--- src/rtl/ram_design.sv ---
`default_nettype none
// ============================================================================
//  Module   : ram_design
//  Purpose  : Single-port synchronous scratch RAM. One address per cycle,
//             separate write/read enables, registered read data, read-first
//             behaviour on a simultaneous read/write of the same word.
//             Synchronous active-low reset clears every word and data_out.
//  Revision : 1.0 - initial release
// ============================================================================
module ram_design #(
    parameter int DATA_WIDTH = 8,
    parameter int ADDR_WIDTH = 5
) (
    input  logic                  clk,
    input  logic                  reset,
    input  logic [DATA_WIDTH-1:0] data_in,
    input  logic                  write_enb,
    input  logic                  read_enb,
    input  logic [ADDR_WIDTH-1:0] address,
    output logic [DATA_WIDTH-1:0] data_out
);

    localparam int c_DEPTH = 2 ** ADDR_WIDTH;

    // Read-side view of every word, gathered for the address mux
    logic [DATA_WIDTH-1:0] w_words [c_DEPTH];

    logic [DATA_WIDTH-1:0] data_out_q;
    logic [DATA_WIDTH-1:0] data_out_d;

    // One register per word; the write strobe is qualified by write_enb first
    // so an unknown address while idle can never select a word.
    for (genvar gi = 0; gi < c_DEPTH; gi++) begin : g_word
        logic                  w_we;
        logic [DATA_WIDTH-1:0] word_q;

        assign w_we = write_enb && (address == ADDR_WIDTH'(gi));

        // Clear on reset (overrides any write), otherwise load on a selected write
        always_ff @(posedge clk) begin
            if (!reset) begin
                word_q <= '0;
            end else if (w_we) begin
                word_q <= data_in;
            end
        end

        assign w_words[gi] = word_q;
    end

    // Select the addressed word on a read; hold the previous value when idle.
    // The mux sees the pre-edge contents, which gives read-first on collision.
    always_comb begin
        data_out_d = data_out_q;
        if (read_enb) begin
            data_out_d = w_words[address];
        end
    end

    // Register the read data; reset clears it regardless of the enables
    always_ff @(posedge clk) begin
        if (!reset) begin
            data_out_q <= '0;
        end else begin
            data_out_q <= data_out_d;
        end
    end

    assign data_out = data_out_q;

endmodule
`default_nettype wire

--- config.mk ---
export PLATFORM = sky130hd
export DESIGN_NAME = ram_design
export DESIGN_NICKNAME = d
export VERILOG_FILES = /design/src/rtl/ram_design.sv
export SDC_FILE = /design/constraint.sdc
export NUM_CORES = 1
export LEC_CHECK = 0
export ABC_AREA = 1
export BUFFER_PORTS_ARGS = -buffer_cell sky130_fd_sc_hd__buf_2
export CORE_UTILIZATION = 57
export DETAILED_ROUTE_END_ITERATION = 6
export PLACE_DENSITY_LB_ADDON = 0.2
export SLEW_MARGIN = 5
export SYNTH_ARGS = -nofsm -noshare
export SYNTH_HDL_FRONTEND = slang
export SYNTH_SLANG_ARGS = --single-unit
--- constraint.sdc ---
create_clock -name clk -period 1.2 [get_ports clk]
set_input_delay 0.12 -clock clk [delete_from_list [all_inputs] [get_ports clk]]
set_output_delay 0.12 -clock clk [all_outputs]
set_load 0.005 [all_outputs]
# After elaboration in Yosys (flattened, before gate mapping)
# Cells that the tools add are included.
[totals]
reg_bits = 264
wordCells = 102
input_bits = 17
[op_classes]
reduce_logical = 33
n_mux = 3
n_eq_ne = 31
bitwise_logic = 1
order_cmp = 1
[ops]
columns = ["cell", "n"]
rows = [
  ["5-bit equality test (second input constant)", 16],
  ["8-bit binary-select mux with 5-bit select", 1],
  ["5-bit by 4-bit equality test with 1-bit output (second input constant)", 8],
  ["1-bit logical AND", 32],
  ["5-bit by 3-bit equality test with 1-bit output (second input constant)", 4],
  ["8-bit 2-to-1 mux", 2],
  ["5-bit by 2-bit equality test with 1-bit output (second input constant)", 2],
  ["6-bit >= comparator (second input constant)", 1],
  ["5-bit inverter with 6-bit output", 1],
  ["5-bit by 1-bit equality test with 1-bit output (second input constant)", 1],
  ["5-bit zero test", 1],
]

# Depth between registers and ports, before layout
# Gate-level depths: netlist (run 1).
[logic_depth]
depth_word = 4
depth_mapped = 14

# Worst setup path after synthesis (run 1)
# No wires, ideal clock.
[synth_path]
kind = "input to register"
start = "input address[0]"
end = "register g_word[1].word_q[3]"
stages = 8
slack_ps = -103
n_path_buf = 3
t_arrival_ps = 1183
path_cell_list = "buf_4 -> buf_4 -> nand2_4 -> nor2_1 -> nand2_1 -> buf_2 -> o21ai_0 -> a21oi_1"
[synth_between]
elab_chain_cells = 2
[synth_lines]
columns = ["element", "line", "text"]
rows = [
  ["start: declaration", "19", "input logic [ADDR_WIDTH-1:0] address,"],
  ["5-bit by 1-bit equality test with 1-bit output", "37", "assign w_we = write_enb && (address == ADDR_WIDTH'(gi));"],
  ["1-bit logical AND", "37", ""],
  ["end signal: assignment", "44", "word_q <= data_in;"],
  ["end: declaration", "35", "logic [DATA_WIDTH-1:0] word_q;"],
]
# Every way passes these cells.
# A chain may end at the register's enable or synchronous reset.

# Worst setup path in the final report (run 1)
[layout_path]
start = "register g_word[7].word_q[7]"
end = "register data_out_q[7], in the netlist data_out[7]"
[layout_between]
elab_chain_cells = 3
[layout_lines]
columns = ["element", "line", "text"]
rows = [
  ["start: declaration", "35", ""],
  ["start signal: assignment", "44", ""],
  ["8-bit binary-select mux with 5-bit select", "56", "data_out_d = w_words[address];"],
  ["8-bit 2-to-1 mux (implied by the code) (2 in a row)", "56", ""],
  ["end signal: assignment", "65", "data_out_q <= data_out_d;"],
  ["end: declaration", "28", "logic [DATA_WIDTH-1:0] data_out_q;"],
]
# Every way passes these cells. The select of a mux whose other input is x is not followed.

==> run_results.csv, run 1 <==
group,metric,value,unit
setup_path,r2r_slack,-50,ps
global_route,grt_util_all_layers,0.348,
pwr,p_sw,4.68,mW
global_route,grt_pass1_vias,11600,
synthesis,yosys.area_share.simple,0.350,
global_route,antenna_found_initial,0,
finish,final_util,0.699,
setup_path,cp-end-kind,"flop",
floorplanning,die_area,22100,µm²
floorplanning,rows,53,
placed_design,place_inst,2179,
synthesis,syn_area_per_cell,6.54,µm²
clock_network,cts_tree,"built",
global_route,overflow,0,
worst_hold_path,worstHoldPathCells,2,
setup_path,crit_chain,"nand2_2 > nand2_1 > nand2_1 > nand2_1 > nand2_1 > nand2_2 > nor2_4 > nand2_2 > nand2_2 > a21oi_2",
finish,design_area,14700,µm²
drt,avgRoutedWirePerCell,17.3,µm
synthesis,synthMuxAreaShare,0,
synthesis,synthCells,1874,
job,max-cap-violations,0,
finish,fillers,1780,
drt,totalWireLength,38500,µm
setup_path,cpPeakStageDelay,330,ps
synthesis,ys_ff_latch,264,
setup_path,path_class,"reg2reg",
clock_network,clock_path_buffers,3,
timing,slew_viol_final,0,
setup_path,cp.arrival,1660,ps
pwr,ir_worst_vdd,1040,µV
synthesis,synth_cell_types,19,
pwr,p_sw_frac,0.243,
timing,whs,-21.1,ps
setup_path,critPathSlowestCell,"dfxtp_2",
worst_hold_path,hp-class,"in2reg",
placed_design,place_hpwl,24400,µm
setup_path,worstPathRequired,1610,ps
synthesis,seq_area_frac_synth,0.431,
drt,drc_errors,0,
clock_network,clk_latency,540,ps
timing,hold_viol,6,
clock_network,clockRootBuffer,"clkbuf_16",
setup_path,crit_fanout,2,
setup_path,startpoint_type,"flop",
synthesis,synthXorXnorAreaFrac,0,
drt,num_vias,12700,
finish,antennaDiodeCount,0,
outcome,status,"finished, violations left",
synthesis,syn_nets,1891,
pwr,p_clk_frac,0.447,
global_route,grt_start_max_net_pins,64,
floorplanning,die-height,149,µm
synthesis,synth-compound-area-share,0.150,
pwr,p_int,14.5,mW
placed_design,gp_congestion,0.936,
drt,ant_nets,0,
clock_network,htreeDepth,1,
floorplanning,chipWidth,149,µm
drt,viasPerCell,5.70,
finish,nets,1950,
timing,clock.fmax,0.802,GHz
global_route,grt_first_pass_wirelength,61200,µm
timing,slew_headroom,0.701,
setup_path,ff2ff_path_depth,10,
timing,fin_skew,11.6,ps
floorplanning,start_util,0.583,
timing,rsz0062_at_grt,"yes",
synthesis,yosys.area_share.adder,0,
drt,drt_pass1_iterations,6,
pwr,leakagePower,5.88,nW
placed_design,dpl-instance-area,13500,µm²
timing,min_period_over_period,1.04,
pwr,powerDensity,1310,nW/µm²
timing,worst_slack,-47.1,ps
synthesis,synth_top_family_by_area,"simple AND/OR/NAND/NOR gates",
finish,drive_above_1_share,0.176,
pwr,comb_power_share,0.089,
synthesis,netlist_area,12300,µm²
timing,setup_viol,1,
finish,area_delta_synth_final,19.9,%
clock_network,ctsHoldBuffers,1,
synthesis,synth_warnings,0,
placed_design,portBuffers,24,
floorplanning,core-area,21000,µm²
pwr,pwr-share-seq,0.464,
finish,fin_cells,2228,
timing,tightestPinTransition,447,ps
floorplanning,ioPinCount,25,
clock_network,cts.sinks,264,
drt,drt_iter0_markers,1169,
timing,min_period,1250,ps
clock_network,clkTransAtPathRegs,60,ps
clock_network,cts-buffers-inserted,28,
outcome,violations,"hold timing, setup timing",
## metrics by stage
stage | power (mW) | setup TNS [ps] | setup slack, ps
floorplan | 9.99 | 0 | 1.48
global placement | 10.7 | -50980 | -343
detailed placement | 10.7 | -54090 | -367
CTS | 19.2 | -22.9 | -22.9
global route | 19.8 | -176 | -75.0
finish | 19.2 | -47.1 | -47.1
## cells in the mapped netlist (all sizes together)
master,n,share of area
inv,66,0.020
buf,67,0.029
dfxtp,264,0.43
clkbuf,62,0.019
o21ai,134,0.055
nor2,202,0.072
a21oi,234,0.096
nand3,165,0.067
nand2,680,0.21
## layout make-up
| type | count | area (µm²) | area share |
|---|---|---|---|
| sequential | 264 | 5320 | 0.362 |
| inverter | 66 | 253 | 0.0172 |
| clock buffer | 47 | 873 | 0.0594 |
| timing repair buffer | 158 | 1490 | 0.102 |
| multi-input combinational | 1415 | 6370 | 0.434 |
| clock inverter | 3 | 40.0 | 0.00272 |
| tap | 275 | 344 | 0.0234 |
## cells by family after synthesis
kind of cell / count (synthesis)
AO/OA/AOI/OAI: 368
buffers and inverters: 195
flip-flops: 264
AND/OR/NAND/NOR: 1047
## placed cells by master, fill, tap and decap left out, types with 18 or more instances in the layout
cell type  instances
nand3_1          165
buf_2             23
buf_4            105
dfxtp_2           27
inv_1             51
clkbuf_16         29
nor2_1           168
a21oi_1          226
nand2_2           59
nand2_1          617
dfxtp_1          237
nor2_4            18
o21ai_0          129
buf_12            29
## repair_timing
action | 4_1_cts | 5_1_grt
resized for setup | 13 | 99
pin swaps | 8 | 49
endpoints found under the hold margin | 10 | 7
setup buffers | 0 | 1
setup endpoints to repair | 6 | 8
## critical path: cells and delay by family, from the launching register on
kind / cells / cell delay (ps)
flops: 1 / 330
compound gates: 1 / 70
simple gates: 9 / 720
## state kept, by name, summed over array words and instances, names as in the netlist
signal / flops
data_out: 8
g_word.word_q: 256
## power groups by stage
stage	combinational, mW	sequential [mW]	clock, mW
after floorplan	0.897	9.09	0
after CTS	1.64	8.91	8.65
after global routing	1.82	8.92	9.03
final	1.71	8.92	8.59
after global placement	1.61	9.10	0
after detailed placement	1.62	9.11	0
## per-layer routing
| layer | vias to the layer above | wire length (µm) | track usage |
|---|---|---|---|
| li1 | 6153 | - | - |
| met1 | 5864 | 16400 | 0.482 |
| met2 | 582 | 17500 | 0.551 |
| met3 | 98 | 3390 | 0.0423 |
| met4 | 0 | 1300 | 0.135 |
| met5 | - | 0 | 0 |
## path summary, 6_finish.rpt
path	end	start
worst min register to register	g_word[1].word_q[3]	g_word[1].word_q[3]
worst max register to register	data_out[7]	g_word[7].word_q[7]
worst max-delay path	data_out[7]	g_word[7].word_q[7]
worst min-delay path	data_out[6]	read_enb
Note: power is estimated with default switching activity, not from simulation.
==> inputs of run 2 (changes only) <==
Settings changed: SKIP_CTS_REPAIR_TIMING set to 1.
==> run 2 against run 1 <==
The flow still finishes with violations (hold timing, setup timing); design area is 0.17% lower; final cell count hardly changed; die area stayed put; sequential power about the same; maximum frequency down 1.4%; flip-flop and latch count stayed put; clock skew down 1.7 ps; clock-buffer cell count stayed put; global-route usage barely moved; routed wire length fell by 0.63%; largest cell class unchanged; largest power group unchanged.
==> run_results.csv, run 2 (synthesized netlist as in run 1, its figures left out) <==
group,metric,value,unit
global_route,overflow,0,
drt,wl_met3,3380,µm
placed_design,place_inst,2179,
finish,design_area,14700,µm²
timing,whs,-23.5,ps
clock_network,clk_latency,540,ps
worst_hold_path,min-delay-start,"read_enb",
timing,slew_headroom,0.709,
finish,top_register,"g_word.word_q",
timing,tightestPinTransition,435,ps
pwr,ir_worst_vdd,1040,µV
job,max-cap-violations,0,
floorplanning,start_util,0.583,
setup_path,worstPathRequired,1610,ps
clock_network,htreeDepth,1,
placed_design,gp_congestion,0.936,
placed_design,pre_cts_ws,-367,ps
pwr,leakagePower,5.87,nW
worst_hold_path,hp-class,"in2reg",
finish,nets,1949,
pwr,p_clk_frac,0.447,
finish,largest_register_ffs,256,
placed_design,place_hpwl,24400,µm
drt,viasPerCell,5.70,
clock_network,cts.sinks,264,
finish,fillers,1782,
global_route,grt_pass1_vias,11700,
placed_design,dpl-instance-area,13500,µm²
pwr,p_sw,4.68,mW
worst_hold_path,holdPathEnd,"data_out[6]",
setup_path,reg2reg_from,"g_word[7].word_q[7]",
clock_network,clock_path_buffers,3,
setup_path,startpoint_type,"flop",
setup_path,r2r_end,"data_out[7]",
global_route,antenna_found_initial,0,
worst_hold_path,worstHoldPathCells,2,
floorplanning,die_area,22100,µm²
placed_design,portBuffers,24,
pwr,p_int,14.5,mW
drt,drt_pass1_iterations,7,
global_route,grt_first_pass_wirelength,61200,µm
drt,met2_length,17100,µm
outcome,violations,"hold timing, setup timing",
pwr,power,19.2,mW
floorplanning,rows,53,
setup_path,cp.arrival,1680,ps
drt,totalWireLength,38300,µm
finish,fin_cells,2227,
clock_network,clkTransAtPathRegs,60,ps
drt,drc_errors,0,
finish,final_cell_mix,"nand2_1 (622), dfxtp_1 (241), a21oi_1 (226)",
timing,fin_skew,9.83,ps
pwr,p_sw_frac,0.243,
drt,avgRoutedWirePerCell,17.2,µm
timing,setup_tns,-64.4,ps
finish,drive_above_1_share,0.171,
timing,hold_viol,6,
clock_network,clockRootBuffer,"clkbuf_16",
timing,worst_slack,-64.4,ps
pwr,pwr-share-seq,0.464,
floorplanning,die-height,149,µm
clock_network,cts_tree,"built",
floorplanning,core-area,21000,µm²
setup_path,path_class,"reg2reg",
global_route,grt_util_all_layers,0.348,
setup_path,ff2ff_path_depth,10,
global_route,grt_start_max_net_pins,64,
drt,ant_nets,0,
drt,num_vias,12700,
drt,maxUsedRoutingLayer,"met4",
timing,min_period,1260,ps
outcome,status,"finished, violations left",
timing,min_period_over_period,1.05,
finish,area_delta_synth_final,19.7,%
drt,drt_iter0_markers,1163,
floorplanning,ioPinCount,25,
setup_path,cp-end-kind,"flop",
timing,rsz0062_at_grt,"yes",
timing,setup_viol,1,
finish,final_util,0.698,
pwr,powerDensity,1310,nW/µm²
finish,antennaDiodeCount,0,
drt,wl_met1,16300,µm
timing,slew_viol_final,0,
pwr,comb_power_share,0.089,
setup_path,cp-startpoint,"g_word[7].word_q[7]",
timing,clock.fmax,0.791,GHz
setup_path,crit_fanout,2,
floorplanning,chipWidth,149,µm
clock_network,cts-buffers-inserted,28,
setup_path,r2r_slack,-60,ps
finish,final_common_cell,"nand2_1",
-- run 2: cell types whose count changed in the layout (fill, tap and decap cells not counted), sizes merged --
cell	previous run	this run
buf	157	156
-- run 2: worst max path at each step --
stage	slack, ps	cells after the start	to
after floorplan	1	14	data_out[3]
after global placement	-340	9	g_word[0].word_q[6]
after detailed placement	-370	8	g_word[16].word_q[5]
after CTS	-80	8	data_out[7]
after global routing	-90	10	data_out[7]
final	-60	10	data_out[7]
-- run 2: power groups by stage --
stage	Clock (mW)	Sequential [mW]	Combinational, mW
2_1_floorplan	0	9.09	0.897
3_3_place_gp	0	9.10	1.61
3_5_place_dp	0	9.11	1.62
4_1_cts	8.65	8.91	1.64
5_1_grt	9.03	8.92	1.82
6_report	8.60	8.92	1.71
-- run 2: critical path, stage by stage, from the launching register on --
cell and delay [ps]:
dfxtp_2 350, nand2_2 80, nand2_1 60, nand2_1 60, nand2_1 60, nand2_1 70
nand2_2 90, nor2_4 140, nand2_2 60, nand2_2 100, a21oi_2 70
-- run 2: per-layer routing --
metal  global-route usage  vias up
li1                     -     6144
met1                0.480     5869
met2                0.550      565
met3               0.0439      105
met4                0.138        0
met5                    0        -
-- run 2: area by class of cell --
cell class,instances,area (µm²),area share
well taps,275,344,0.0235
inverters,66,253,0.0172
clock inverters,3,40.0,0.00273
multi-input cells,1415,6360,0.434
clock buffers,47,873,0.0595
flip-flops and latches,264,5310,0.362
repair buffers,157,1490,0.101
